File: config.mk
export PLATFORM = sky130hd
export DESIGN_NAME = position_averager
export DESIGN_NICKNAME = d
export VERILOG_FILES = /design/src/rtl/position_averager_pkg.sv /design/src/rtl/position_averager_accum.sv /design/src/rtl/position_averager.sv
export SDC_FILE = /design/constraint.sdc
export NUM_CORES = 1
export LEC_CHECK = 0
export CAP_MARGIN = 20
export CORE_MARGIN = 5
export CORE_UTILIZATION = 56
export CTS_CLUSTER_DIAMETER = 30
export DETAILED_ROUTE_END_ITERATION = 8
export PLACE_DENSITY = 0.81
export SLEW_MARGIN = 15
export SYNTH_ARGS = -nofsm -noshare
export SYNTH_HDL_FRONTEND = slang
export SYNTH_SLANG_ARGS = --single-unit
export TNS_END_PERCENT = 1
File: constraint.sdc
create_clock -name CLK -period 2.9 [get_ports CLK]
set_input_delay 0.435 -clock CLK [delete_from_list [all_inputs] [get_ports CLK]]
set_output_delay 0.435 -clock CLK [all_outputs]
set_load 0.02 [all_outputs]
File: src/rtl/position_averager_pkg.sv
// rtl/position_averager_pkg.sv - shared types and constants for the trilateration back end
package position_averager_pkg;

  localparam int CLK_HZ             = 31250000;
  localparam int X_W                = 32;
  localparam int Y_W                = 16;
  localparam int X_MIN_DEF          = -4000;
  localparam int X_MAX_DEF          = 4000;
  localparam int TIMEOUT_CYCLES_DEF = CLK_HZ;

  typedef enum logic [2:0] {
    IDLE = 3'd0,
    REQ  = 3'd1,
    WAIT = 3'd2,
    ACC  = 3'd3,
    AVG  = 3'd4,
    HOLD = 3'd5
  } avg_state_e;

  function automatic logic [7:0] sat_inc8(input logic [7:0] v);
    return (v == 8'hFF) ? v : v + 8'd1;
  endfunction

endpackage

File: src/rtl/position_averager_accum.sv
// rtl/position_averager_accum.sv - range gate, signed accumulators, sample count and shift-average
module pos_accumulator
  import position_averager_pkg::*;
#(
  parameter int LOG2N = 2,
  parameter int X_MIN = X_MIN_DEF,
  parameter int X_MAX = X_MAX_DEF
) (
  input  logic                  clk_i,
  input  logic                  rst_i,
  input  logic                  add_i,
  input  logic                  clr_i,
  input  logic                  load_avg_i,
  input  logic signed [X_W-1:0] x_i,
  input  logic signed [Y_W-1:0] y_i,
  output logic                  accept_o,
  output logic                  full_o,
  output logic signed [X_W-1:0] avg_x_o,
  output logic signed [Y_W-1:0] avg_y_o
);

  localparam int AXW = X_W + LOG2N;
  localparam int AYW = Y_W + LOG2N;
  localparam logic [LOG2N:0] N_LAST = {1'b0, {LOG2N{1'b1}}};
  localparam logic [LOG2N:0] N_ONE  = {{LOG2N{1'b0}}, 1'b1};

  logic signed [AXW-1:0] acc_x_q, acc_x_d, sh_x;
  logic signed [AYW-1:0] acc_y_q, acc_y_d, sh_y;
  logic [LOG2N:0]        n_q, n_d;
  logic signed [X_W-1:0] avg_x_q, avg_x_d;
  logic signed [Y_W-1:0] avg_y_q, avg_y_d;

  assign accept_o = (x_i >= X_MIN) && (x_i <= X_MAX);
  // full_o flags that the sample being added right now completes the set
  assign full_o   = accept_o && (n_q == N_LAST);

  assign sh_x = acc_x_q >>> LOG2N;
  assign sh_y = acc_y_q >>> LOG2N;

  always_comb begin
    acc_x_d = acc_x_q;
    acc_y_d = acc_y_q;
    n_d     = n_q;
    avg_x_d = avg_x_q;
    avg_y_d = avg_y_q;
    if (clr_i) begin
      acc_x_d = '0;
      acc_y_d = '0;
      n_d     = '0;
    end else if (load_avg_i) begin
      avg_x_d = sh_x[X_W-1:0];
      avg_y_d = sh_y[Y_W-1:0];
      acc_x_d = '0;
      acc_y_d = '0;
      n_d     = '0;
    end else if (add_i && accept_o) begin
      acc_x_d = acc_x_q + {{LOG2N{x_i[X_W-1]}}, x_i};
      acc_y_d = acc_y_q + {{LOG2N{y_i[Y_W-1]}}, y_i};
      n_d     = n_q + N_ONE;
    end
  end

  always_ff @(posedge clk_i) begin
    if (rst_i) begin
      acc_x_q <= '0;
      acc_y_q <= '0;
      n_q     <= '0;
      avg_x_q <= '0;
      avg_y_q <= '0;
    end else begin
      acc_x_q <= acc_x_d;
      acc_y_q <= acc_y_d;
      n_q     <= n_d;
      avg_x_q <= avg_x_d;
      avg_y_q <= avg_y_d;
    end
  end

  assign avg_x_o = avg_x_q;
  assign avg_y_o = avg_y_q;

endmodule

File: src/rtl/position_averager.sv
// rtl/position_averager.sv - requests measurements, gates and averages positions, counts faults
module position_averager
  import position_averager_pkg::*;
#(
  parameter int LOG2N          = 2,
  parameter int X_MIN          = X_MIN_DEF,
  parameter int X_MAX          = X_MAX_DEF,
  parameter int TIMEOUT_CYCLES = TIMEOUT_CYCLES_DEF
) (
  input  logic                  CLK,
  input  logic                  RST,
  input  logic                  enable,
  input  logic                  clear,
  input  logic                  complete,
  input  logic signed [X_W-1:0] X,
  input  logic signed [Y_W-1:0] Y,
  output logic                  meas_start,
  output logic signed [X_W-1:0] avg_x,
  output logic signed [Y_W-1:0] avg_y,
  output logic                  out_valid,
  input  logic                  out_ready,
  output logic [7:0]            reject_cnt,
  output logic [7:0]            timeout_cnt
);

  localparam logic [31:0] TO_LAST = 32'(TIMEOUT_CYCLES - 1);

  avg_state_e            state_q, state_d;
  logic [31:0]           timer_q, timer_d;
  logic                  complete_d_q;
  logic                  rise;
  logic signed [X_W-1:0] x_samp_q, x_samp_d;
  logic signed [Y_W-1:0] y_samp_q, y_samp_d;
  logic                  out_valid_q, out_valid_d;
  logic [7:0]            reject_cnt_q, reject_cnt_d;
  logic [7:0]            timeout_cnt_q, timeout_cnt_d;
  logic                  acc_add, acc_load, acc_accept, acc_full;
  logic                  meas_start_c;

  assign rise = complete & ~complete_d_q;

  always_comb begin
    state_d       = state_q;
    timer_d       = timer_q;
    x_samp_d      = x_samp_q;
    y_samp_d      = y_samp_q;
    out_valid_d   = out_valid_q;
    reject_cnt_d  = reject_cnt_q;
    timeout_cnt_d = timeout_cnt_q;
    acc_add       = 1'b0;
    acc_load      = 1'b0;
    meas_start_c  = 1'b0;
    unique case (state_q)
      IDLE: if (enable) state_d = REQ;
      REQ: begin
        meas_start_c = 1'b1;
        timer_d      = '0;
        state_d      = WAIT;
      end
      WAIT: begin
        timer_d = timer_q + 32'd1;
        // a completion that lands on the last timer cycle still wins
        if (rise) begin
          x_samp_d = X;
          y_samp_d = Y;
          state_d  = ACC;
        end else if (timer_q == TO_LAST) begin
          timeout_cnt_d = sat_inc8(timeout_cnt_q);
          state_d       = REQ;
        end
      end
      ACC: begin
        acc_add = 1'b1;
        if (!acc_accept) reject_cnt_d = sat_inc8(reject_cnt_q);
        if (acc_full)    state_d = AVG;
        else if (enable) state_d = REQ;
        else             state_d = IDLE;
      end
      AVG: begin
        acc_load    = 1'b1;
        out_valid_d = 1'b1;
        state_d     = HOLD;
      end
      HOLD: begin
        if (out_valid_q && out_ready) begin
          out_valid_d = 1'b0;
          state_d     = IDLE;
        end
      end
      default: state_d = IDLE;
    endcase
    if (clear) begin
      state_d       = IDLE;
      out_valid_d   = 1'b0;
      timer_d       = '0;
      reject_cnt_d  = '0;
      timeout_cnt_d = '0;
    end
  end

  always_ff @(posedge CLK) begin
    if (RST) begin
      state_q       <= IDLE;
      timer_q       <= '0;
      complete_d_q  <= 1'b0;
      x_samp_q      <= '0;
      y_samp_q      <= '0;
      out_valid_q   <= 1'b0;
      reject_cnt_q  <= '0;
      timeout_cnt_q <= '0;
    end else begin
      state_q       <= state_d;
      timer_q       <= timer_d;
      complete_d_q  <= complete;
      x_samp_q      <= x_samp_d;
      y_samp_q      <= y_samp_d;
      out_valid_q   <= out_valid_d;
      reject_cnt_q  <= reject_cnt_d;
      timeout_cnt_q <= timeout_cnt_d;
    end
  end

  pos_accumulator #(
    .LOG2N (LOG2N),
    .X_MIN (X_MIN),
    .X_MAX (X_MAX)
  ) u_acc (
    .clk_i      (CLK),
    .rst_i      (RST),
    .add_i      (acc_add),
    .clr_i      (clear),
    .load_avg_i (acc_load),
    .x_i        (x_samp_q),
    .y_i        (y_samp_q),
    .accept_o   (acc_accept),
    .full_o     (acc_full),
    .avg_x_o    (avg_x),
    .avg_y_o    (avg_y)
  );

  assign meas_start  = meas_start_c;
  assign out_valid   = out_valid_q;
  assign reject_cnt  = reject_cnt_q;
  assign timeout_cnt = timeout_cnt_q;

endmodule

# Yosys cells after proc, flatten, opt, wreduce, memory -nomap -nowiden
# Cells that the tools add are included.
totals:
  out_inout_bits: 66
  regBits: 204
op_classes:
  order_cmp: 2
  mux: 13
  n_bitwise: 7
  n_reduce_logical: 15
  add_sub_neg: 6
  n_eq_ne: 12
op_table:
  columns: ["op", "count"]
  rows:
  - ["32-bit one-hot mux with 2 select lines", 1]
  - ["34-bit adder", 1]
  - ["32-bit by 1-bit adder with 32-bit output (second input constant)", 1]
  - ["32-bit by 25-bit equality test with 1-bit output (second input constant)", 1]
  - ["32-bit by 13-bit greater-or-equal comparator with 1-bit output (second input constant)", 1]
  - ["32-bit by 13-bit less-or-equal comparator with 1-bit output (second input constant)", 1]
  - ["18-bit adder", 1]
  - ["3-bit one-hot mux with 6 select lines", 1]
  - ["8-bit by 1-bit adder with 8-bit output (second input constant)", 2]
  - ["8-bit equality test (second input constant)", 2]
  - ["3-bit 2-to-1 mux", 5]
  - ["3-bit by 2-bit equality test with 1-bit output (second input constant)", 3]
  - ["3-bit equality test (second input constant)", 2]
  - ["1-bit inverter", 6]
  - ["2-bit AND reduction", 3]
  - ["3-bit AND reduction", 2]
  - ["1-bit 2-to-1 mux", 5]
  - ["1-bit logical AND", 4]
  - ["2-bit != test (second input constant)", 2]
  - ["4-bit AND reduction", 1]
  - ["2-bit nonzero test", 2]
  - ["3-bit by 1-bit adder with 3-bit output (second input constant)", 1]
  - ["3-bit by 1-bit equality test with 1-bit output (second input constant)", 1]
  - ["3-bit zero test", 1]
  - ["5 further kinds", 5]

# Logic depth before layout (Yosys ltp)
# Gate-level depths: netlist of run 1.
logic_depth:
  word_depth: 5
  depth_mapped: 12

# Hierarchy
# From an unflattened synthesis of run 1, not the netlist that was laid out.
hier_totals:
  cells_unflattened: 1344
  area_unflattened_um2: 10664.0
by_module_without_submodules:
  columns: ["mod", "cells_each", "seq_area_each_um2", "n_inst", "area_each_um2"]
  rows:
  - ["pos_accumulator", 795, 2062.0, 1, 6198.4]
  - ["position_averager", 549, 2021.9, 1, 4465.5]

# Worst setup path after synthesis of run 1
# OpenSTA, ideal clock, no wires.
synth_timing:
  kind: "reg-to-reg"
  from: "register u_acc.acc_x_q[0]"
  to: "register u_acc.acc_x_q[22]"
  setup_slack_ns: 0.254
  arrival_ns: 2.522
  synth_period_minus_slack_ns: 2.646
  path_stages_with_launch: 13
  path_cell_list: "dfxtp_1 > ha_1 > inv_1 > fa_1 > nor2b_1 > o31a_1 > o311ai_2 > a31oi_1 > a221oi_2 > nor3_1 > a211oi_1 > mux2i_1 > nand3_1"
synth_between:
  elab_chain_cells: 1
synth_lines:
  columns: ["item", "line_no", "rtl"]
  rows:
  - ["start, declared", "position_averager_accum.sv:27", "logic signed [AXW-1:0] acc_x_q, acc_x_d, sh_x;"]
  - ["start signal, assigned", "position_averager_accum.sv:65", "acc_x_q <= '0;"]
  - ["start signal, assigned", "position_averager_accum.sv:71", "acc_x_q <= acc_x_d;"]
  - ["34-bit adder", "position_averager_accum.sv:57", "acc_x_d = acc_x_q + {{LOG2N{x_i[X_W-1]}}, x_i};"]
# Every way passes these cells.
# A chain may end at the register's enable or synchronous reset.

# Worst setup path after layout of run 1
layout_timing:
  from: "register u_acc.acc_x_q[2]"
  to: "register u_acc.acc_x_q[22]"
# Same word-level chain as after synthesis.

==> metrics.md, run 1 <==
| Metric | Value |
|---|---|
| WL per Instance | 16.3 um |
| Final RePlAce weighted congestion | 0.950 |
| Layout cell share with drive strength beyond 1 | 9.57% |
| Post-Place Worst Slack | -13.3 ps |
| WS Path Type | flop to flop |
| Max Slew Vio Count | 0 |
| Clock share of power | 62.5% |
| CTS tree | built |
| RSZ-0062 raised after global routing | true |
| Chip width | 145 um |
| Initial Utilization | 56.9% |
| Dpl hpwl | 18700 um |
| Post-Synth XOR/XNOR Area | 4.28% |
| Status | complete, no violations |
| Final wirelength | 27800 um |
| Core area | 18000 um^2 |
| Worst Hold Class | flop to flop |
| Final setup viols | 0 |
| P&R area growth vs syn | 30.1% |
| Cell Pwr Density | 605 nW/um^2 |
| Slew headroom | 31.9% |
| Hold Vio Cnt, Final | 0 |
| Htree depth | 2 |
| Final period util | 96.9% |
| Leak | 4.82 nW |
| MaxCap Viol Count | 0 |
| Synth Area in Adders | 7.12% |
| CTS buffer count | 40 |
| CP Data Arrival Time | 3200 ps |
| EDFF count, synth | 0 |
| DRC | 0 |
| Simple-Gate Fraction of Synth Area | 25.6% |
| Comb power frac | 2.5% |
| Layout net count | 1553 |
| Initial antenna violation count | 0 |
| Post-synth cell types | 70 |
| CTS root buf | clkbuf_16 |
| Clock sink count | 204 |
| Worst Setup SP | u_acc.acc_x_q[2] |
| CP Capture Point | u_acc.acc_x_q[22] |
| Commonest non-fill, non-tap cells in the layout | nand2_1, dfxtp_1, a21oi_1 |
| Critical Path Start Type | flop |
| Largest family of logic cells by synthesized area | simple AND/OR/NAND/NOR gates |
| Via density | 5.85 |
| FF-to-FF End | u_acc.acc_x_q[22] |
| Sw frac | 21.5% |
| Internal power | 6.32 mW |
| Max Freq | 0.356 GHz |
| CP Max Fanout | 4 |
| I/O pins | 120 |
| Drt first pass iters | 5 |
| Seq pwr share | 35.1% |
| # rows | 49 |
| Vias | 9962 |
| I/O Buffers | 119 |
| Synthesized area per cell | 7.78 um^2 |
| Synth Warn # | 0 |
| Die ar. | 21100 um^2 |
| Die Ht | 145 um |
| NetSw | 1.73 mW |
| Complex-gate fraction of the synthesized area | 19.0% |
| Clk_lat worst skew | 520 ps |
| GRT Util Overall | 25.1% |
| Post-Syn Nets | 1426 |
| Mapped Cells | 1315 |
| Worst reg2reg setup slack | 90 ps |
| Slew of the pin with the lowest slew margin | 1020 ps |
| Synth async-reset ratio | 0% |
| Min Tclk post-route | 2810 ps |
| Post-Syn Area | 10200 um^2 |
| Hold-fix buffers, CTS | 0 |
| Total power | 8.05 mW |
| Vias in the first global route | 9425 |
| Detailed Route Iter0 Violations | 815 |
| DRT antenna net count | 0 |
| Largest net degree at the start of global routing | 98 |
| Worst IR Drop VDD | 0.519 mV |
| Post-synthesis mux area share | 0.930% |
| Worst-path clk slew | 50 ps |
| CP endpoint kind | flop |
| # diodes | 0 |
| #FFs+latches synth | 204 |
| Cell count of the worst reg-to-reg path | 10 |
| Leading cell type in the layout, fill and taps excluded | nand2_1 |
| Worst flop-to-flop path startpoint | u_acc.acc_x_q[2] |
| Final WS setup | 89.1 ps |
| CP Data Required Time | 3290 ps |
| Skew final | 14.9 ps |
| Clock Tree Buf Depth | 3 |
| Ys flop type | dfxtp_1 |
| GRT Residual Overflow | 0 |
| First-pass GRT wire length | 45400 um |
| Sequential area share after synthesis | 39.9% |
## logic make-up after synthesis
group                    after synthesis
AND/OR/NAND/NOR                      582
AO/OA/AOI/OAI                        328
XOR/XNOR                              50
flip-flops                           204
adder cells (fa/ha/maj)               57
multiplexers                           9
buffers and inverters                 85
## metrics by stage
step	util (%)	hold WS, ps	TNS (ps)	cells	cell area, um^2
after floorplan	-	439	0	1315	10200
final	74.1	450	0	1702	13300
after global routing	74.1	467	-68.8	1702	13300
after global placement	65.1	442	0	1625	11700
after detailed placement	65.1	448	-18.9	1625	11700
after CTS	73.5	432	-34.4	1698	13200
## synth_stat cells (all sizes together), types with 3 or more instances
library cell	count	area [um^2]
a2111oi	3	26.3
a211o	3	26.3
a211oi	17	128
a21boi	4	30.0
a21o	10	75.1
a21oi	199	996
a221oi	4	47.6
a31o	3	26.3
a31oi	6	37.5
and2	5	31.3
and3	11	68.8
buf	5	25.0
clkbuf	60	225
dfxtp	204	4080
ha	55	688
inv	20	75.1
mux2	4	45.0
mux2i	5	50.1
nand2	307	1150
nand2b	7	43.8
nand3	52	260
nand3b	4	30.0
nand4	24	150
nor2	92	350
nor2b	11	68.8
nor3	17	90.1
nor4	13	87.6
nor4b	3	26.3
o211ai	11	82.6
o21a	10	75.1
o21ai	33	165
o21bai	6	45.0
o31a	4	35.0
or2	10	62.6
or3	13	86.3
or4	3	22.5
xnor2	26	228
xor2	24	210
## layout make-up
cell class / instances / area, um^2
multi-input combinational: 1026 / 5930
fill: 1338 / 4650
sequential: 204 / 4080
timing repair buffer: 150 / 1450
clock buffer: 43 / 1060
clock inverter: 30 / 424
tap: 229 / 287
inverter: 20 / 75.1
## worst min path at each step
stage,from,endpoint,slack (ps),depth (start not counted)
floorplan,u_acc.acc_y_q[17],u_acc.avg_y_o[15],440,2
global placement,u_acc.avg_y_o[7],u_acc.avg_y_o[7],440,2
detailed placement,u_acc.avg_x_o[3],u_acc.avg_x_o[3],450,2
CTS,RST,u_acc.acc_y_q[13],430,5
global route,u_acc.avg_x_o[1],u_acc.avg_x_o[1],470,2
finish,u_acc.avg_x_o[1],u_acc.avg_x_o[1],450,2
## worst max-delay path, stage by stage, from the launching register on
cell	delay, ps
dfxtp_1	320
ha_1	330
nor2b_2	180
o31a_1	340
o311ai_4	380
a31oi_4	140
a221oi_2	360
nor3_1	90
a211oi_1	230
mux2i_1	220
nand3_1	80
## routing by layer
metal	vias up	global-route usage (%)	part of all wire, %
met5	-	0	0
met4	0	6.67	1.8
li1	4870	-	-
met3	51	5.61	8.1
met2	386	42.0	48
met1	4655	32.8	42
## timing repair
item,in CTS,in global routing
setup buffers,0,4
pin swaps,0,9
setup endpoints to repair,2,14
gates resized for setup,1,19
## power by group through the flow
stage                     combinational, mW  clock [mW]  sequential (mW)
after floorplan                      0.0892           0             2.88
after CTS                             0.199        5.08             2.82
after global routing                  0.216        5.24             2.82
after detailed placement              0.196           0             2.88
after global placement                0.195           0             2.88
final                                 0.201        5.03             2.82
## flip-flops by register name, indices dropped and copies added (netlist names), 16 cells and up
register       cells
timer_q           32
u_acc.acc_x_q     34
u_acc.acc_y_q     18
u_acc.avg_x_o     32
u_acc.avg_y_o     16
x_samp_q          32
y_samp_q          16
No activity file was read; power rests on OpenSTA's default activity.
==> run 2, diff against run 1 <==
Settings changed: SETUP_SLACK_MARGIN from default to 0.3.
==> metrics.md, run 2 (synthesis gave the netlist of run 1 again) <==
| Metric | Value |
|---|---|
| CP Data Arrival Time | 3060 ps (-140 ps) |
| Cell Pwr Density | 546 nW/um^2 (-9.7%) |
| Drt first pass iters | 7 (+2) |
| Vias | 9993 (+0.31%) |
| Min Tclk post-route | 2640 ps (-174 ps) |
| Commonest non-fill, non-tap cells in the layout | nand2_1, dfxtp_1, a21oi_1 |
| Dpl cell area | 11700 um^2 (+0.13%) |
| Worst Hold Class | flop to flop |
| CP max-delay cell | a221oi_2 |
| Final period util | 90.9% (-6.0 points) |
| # diodes | 0 (unchanged) |
| Worst hold path startpoint | u_acc.avg_x_o[5] |
| Chip width | 145 um (unchanged) |
| GRT Util Overall | 24.9% (-0.15 points) |
| Final setup viols | 0 (unchanged) |
| Via density | 5.87 (+0.37%) |
| CP endpoint kind | flop |
| TNS Setup | 0 ps (unchanged) |
| CTS root buf | clkbuf_16 |
| Reg with most FFs | u_acc.acc_x_q |
| I/O pins | 120 (unchanged) |
| First-pass GRT wire length | 45500 um (+0.12%) |
| Core area | 18000 um^2 (unchanged) |
| Clk_lat worst skew | 500 ps (-20 ps) |
| DRT antenna net count | 0 (unchanged) |
| Leading cell type in the layout, fill and taps excluded | nand2_1 |
| Vias in the first global route | 9627 (+2.1%) |
| Initial Utilization | 56.9% (unchanged) |
| # rows | 49 (unchanged) |
| Worst IR Drop VDD | 0.532 mV (+2.4%) |
| Largest register FFs | 34 (unchanged) |
| Register area | 4090 um^2 (+0.21%) |
| Layout cell share with drive strength beyond 1 | 12.2% (+2.7 points) |
| Final wirelength | 28100 um (+1.1%) |
| Worst flop-to-flop path startpoint | u_acc.acc_x_q[0] |
| CTS buffer count | 39 (-2.5%) |
| CP Max Fanout | 4 (unchanged) |
| Status | complete, no violations |
| CTS tree | built |
| MaxCap Viol Count | 0 (unchanged) |
| FF-to-FF End | u_acc.acc_x_q[20] |
| Critical Path Start Type | flop |
| Final hold slack | 449 ps (-1.68 ps) |
| WL per Instance | 16.5 um (+1.2%) |
| Skew final | 10.8 ps (-4.07 ps) |
| Clock sink count | 204 (unchanged) |
| Worst Hold Depth | 2 (unchanged) |
| Clock Tree Buf Depth | 3 (unchanged) |
| Die Ht | 145 um (unchanged) |
| Largest stage delay, worst path | 380 ps (about the same) |
| Final RePlAce weighted congestion | 0.934 (-1.7%) |
| Initial antenna violation count | 0 (unchanged) |
| Worst reg2reg setup slack | 260 ps (+170 ps) |
| Dpl hpwl | 18900 um (+1.3%) |
| I/O Buffers | 119 (unchanged) |
| Area of the multi-input gates | 6170 um^2 (+4.1%) |
| Slew headroom | 34.3% (+2.4 points) |
| Htree depth | 2 (unchanged) |
| RSZ-0062 raised after global routing | true |
| Largest net degree at the start of global routing | 98 (unchanged) |
| Layout net count | 1558 (+0.32%) |
| Cell count of the worst reg-to-reg path | 12 (+2) |
| Worst-path clk slew | 50 ps (about the same) |
| Max Slew Vio Count | 0 (unchanged) |
| Hold Vio Cnt, Final | 0 (unchanged) |
| Util after Layout | 74.5% (+0.40 points) |
| GRT Residual Overflow | 0 (unchanged) |
| WS Path Type | flop to flop |
| Slew of the pin with the lowest slew margin | 986 ps (-35.5 ps) |
| Worst Hold Endpoint | u_acc.avg_x_o[5] |
| Worst-path cell chain | ha_4, inv_2, fa_2, nor2b_2, o31a_1, o311ai_4, a31oi_2, a221oi_2, o21ai_0, xor2_1, nand2_1, a21oi_1 |
| Hold-fix buffers, CTS | 0 (unchanged) |
| P&R area growth vs syn | 30.8% |
| Die ar. | 21100 um^2 (unchanged) |
| Max Freq | 0.379 GHz (+6.6%) |
| Fillers | 1330 (-0.60%) |
| Detailed Route Iter0 Violations | 720 (-12%) |
| Final instance area | 13400 um^2 (+0.55%) |
| Leak | 4.78 nW (-0.80%) |
| CP Data Required Time | 3320 ps (+30 ps) |
| DRC | 0 (unchanged) |
-- run 2: cell count changes in the layout (fill, tap and decap cells not counted), moves of 6 or more --
cell,change
dfxtp_1,-7
ha_2,+9
ha_1,-15
clkinv_4,-7
ha_4,+6
dfxtp_2,+7
bufinv_16,-7
clkbuf_8,+8
-- run 2: how the worst max path moves through the flow --
stage | cells past startpoint | startpoint | slack, ps | to
detailed placement | 12 | x_samp_q[0] | 40 | u_acc.acc_x_q[30]
finish | 12 | u_acc.acc_x_q[0] | 260 | u_acc.acc_x_q[20]
global route | 9 | x_samp_q[1] | 130 | u_acc.acc_x_q[33]
CTS | 12 | x_samp_q[0] | 230 | u_acc.acc_x_q[22]
global placement | 12 | x_samp_q[0] | 140 | u_acc.acc_x_q[30]
floorplan | 12 | x_samp_q[0] | 300 | u_acc.acc_x_q[30]
-- run 2: power by group --
part           internal [mW]  switching (mW)  leakage (nW)
Combinational         0.0958           0.105          2.52
Sequential              2.82         0.00829          1.65
Clock                   2.87            1.41         0.614
Total                   5.78            1.53          4.78
-- run 2: timing repair --
action	CTS	global route
pin swaps	13	21
endpoints found under the setup margin	48	59
resized for setup	18	55
buffers inserted	7	3
-- run 2: per-stage QoR --
stage                     setup WS (ps)  total power [mW]  std cells
final                               263              7.31       1701
after floorplan                     296              2.96       1315
after global routing                126              7.52       1701
after detailed placement           35.3              3.07       1625
after CTS                           230              7.37       1698
after global placement              139              3.07       1625
-- run 2: final cells by class --
cell class / instances / area share [%]
flip-flops and latches: 204 / 30.6
multi-input cells: 1026 / 46.1
well taps: 229 / 2.14
clock inverters: 12 / 0.785
clock buffers: 54 / 8.70
repair buffers: 156 / 11.1
inverters: 20 / 0.561
-- run 2: worst max-delay path: cells and delay by family, from the launching register on --
family	cells	cell delay [ps]
xor+xnor	1	180
buf+inv	1	60
compound gates	6	1510
flops	1	330
simple gates	2	120
fa+ha+maj	2	360
-- run 2: routing by layer --
layer  GRT usage [%]  up-vias  share of wire (%)
li1                -     4891                  -
met1            32.1     4687                 43
met2            41.4      346                 48
met3            4.52       69                6.6
met4            10.2        0                3.0
met5               0        -                  0
==> run 3, diff against run 2 <==
Settings changed: CTS_CLUSTER_SIZE from default to 10.
==> metrics.md, run 3 (synthesis gave the netlist of run 1 again) <==
| Metric | Value |
|---|---|
| Status | complete, no violations |
| Htree depth | 2 (unchanged) |
| Leak | 4.78 nW (unchanged) |
| TNS Setup | 0 ps (unchanged) |
| Min Tclk post-route | 2650 ps (+12.1 ps) |
| Vias | 9983 (-0.10%) |
| Worst reg2reg setup slack | 250 ps (about the same) |
| Hold Vio Cnt, Final | 0 (unchanged) |
| Reg with most FFs | u_acc.acc_x_q |
| Max Freq | 0.377 GHz (-0.46%) |
| Final instance area | 13400 um^2 (unchanged) |
| CTS buffer count | 39 (unchanged) |
| Cell Pwr Density | 546 nW/um^2 (about the same) |
| Via density | 5.87 (-0.10%) |
| Initial Utilization | 56.9% (unchanged) |
| DRT antenna net count | 0 (unchanged) |
| Critical Path Start Type | flop |
| Worst-path clk slew | 40 ps (about the same) |
| WL per Instance | 16.6 um (+0.10%) |
| Largest register FFs | 34 (unchanged) |
| Hold-fix buffers, CTS | 0 (unchanged) |
| Slew headroom | 33.3% (-1.0 points) |
| # rows | 49 (unchanged) |
| Total power | 7.31 mW (about the same) |
| Final hold slack | 449 ps (+0.0250 ps) |
| CP Data Arrival Time | 3030 ps (-30 ps) |
| Layout net count | 1558 (unchanged) |
| P&R area growth vs syn | 30.8% (unchanged) |
| DRC | 0 (unchanged) |
| Largest net degree at the start of global routing | 98 (unchanged) |
| Detailed Route Iter0 Violations | 664 (-7.8%) |
| WS Path Type | flop to flop |
| Clock sink count | 204 (unchanged) |
| Util after Layout | 74.5% (unchanged) |
| # diodes | 0 (unchanged) |
| Non-Filler Instances | 1701 (unchanged) |
| Die ar. | 21100 um^2 (unchanged) |
| Worst Hold Class | flop to flop |
| Max Slew Vio Count | 0 (unchanged) |
| Initial antenna violation count | 0 (unchanged) |
| Dpl hpwl | 18900 um (unchanged) |
| Final setup viols | 0 (unchanged) |
| Worst flop-to-flop path startpoint | x_samp_q[1] |
| Drt first pass iters | 5 (-2) |
| Final period util | 91.4% (+0.42 points) |
| CTS tree | built |
| CP endpoint kind | flop |
| Leading cell type in the layout, fill and taps excluded | nand2_1 |
| Skew final | 14.7 ps (+3.88 ps) |
| Cells after DPL | 1625 (unchanged) |
| I/O Buffers | 119 (unchanged) |
| Post-Place Worst Slack | 35.3 ps (unchanged) |
| Worst IR Drop VDD | 0.532 mV (about the same) |
| Final WS setup | 251 ps (-12.1 ps) |
| GRT Util Overall | 24.9% (unchanged) |
| GRT Residual Overflow | 0 (unchanged) |
| Slew of the pin with the lowest slew margin | 1000 ps (+14.9 ps) |
| CTS root buf | clkbuf_16 |
| Worst Setup SP | x_samp_q[1] |
| Commonest non-fill, non-tap cells in the layout | nand2_1, dfxtp_1, a21oi_1 |
| MaxCap Viol Count | 0 (unchanged) |
| Vias in the first global route | 9627 (unchanged) |
| Cell count of the worst reg-to-reg path | 9 (-3) |
| First-pass GRT wire length | 45500 um (unchanged) |
| Chip width | 145 um (unchanged) |
| CP Capture Point | u_acc.acc_x_q[33] |
| Final RePlAce weighted congestion | 0.934 (unchanged) |
| RSZ-0062 raised after global routing | true |
| Clock Tree Buf Depth | 3 (unchanged) |
| CP Max Fanout | 9 (+5) |
| FF-to-FF End | u_acc.acc_x_q[33] |
| Layout cell share with drive strength beyond 1 | 12.2% (unchanged) |
| Core area | 18000 um^2 (unchanged) |
| Final wirelength | 28200 um (+0.10%) |
| Die Ht | 145 um (unchanged) |
| I/O pins | 120 (unchanged) |
| Clk_lat worst skew | 510 ps (about the same) |
| CP Data Required Time | 3280 ps (-40 ps) |
| Dpl cell area | 11700 um^2 (unchanged) |
run 3: power breakdown:
| group | switching (mW) | internal [mW] |
|---|---|---|
| clock network | 1.41 | 2.87 |
| logic | 0.106 | 0.0958 |
| registers | 0.00829 | 2.82 |
run 3: layer usage:
layer | track usage, % | routed length, um
met1 | 32.1 | 12100
met2 | 41.4 | 13400
met3 | 4.52 | 1920
met4 | 10.2 | 823
met5 | 0 | 0
run 3: how the worst min path moves through the flow:
stage                     depth (start not counted)               from                end  slack, ps
after global routing                              2  u_acc.avg_y_o[11]  u_acc.avg_y_o[11]        460
after detailed placement                          2  u_acc.avg_x_o[16]  u_acc.avg_x_o[16]        450
after CTS                                         2   u_acc.avg_x_o[5]   u_acc.avg_x_o[5]        450
after floorplan                                   2  u_acc.acc_y_q[17]  u_acc.avg_y_o[15]        440
final                                             2   u_acc.avg_x_o[5]   u_acc.avg_x_o[5]        450
after global placement                            2  u_acc.avg_x_o[20]  u_acc.avg_x_o[20]        440
run 3: layout make-up:
class	count	area, um^2
Multi-Input combinational cell	1026	6170
Fill cell	1330	4580
Sequential cell	204	4090
Timing Repair Buffer	156	1490
Clock buffer	54	1160
Tap cell	229	287
Clock inverter	12	105
Inverter	20	75.1
run 3: worst max-delay path, stage by stage (launching register included):
cell and delay [ps]:
dfxtp_1 330, or4_1 540, o21a_1 200, o2111ai_2 250, a32o_1 240, nand2_2 170
nor4b_1 440, a221oi_2 140, xor2_1 160, nor2_1 50
run 3: timing repair:
| action | CTS | global route |
|---|---|---|
| resized for setup | 18 | 55 |
| setup buffers | 7 | 3 |
| pin swaps | 13 | 21 |
| endpoints found under the setup margin | 48 | 59 |
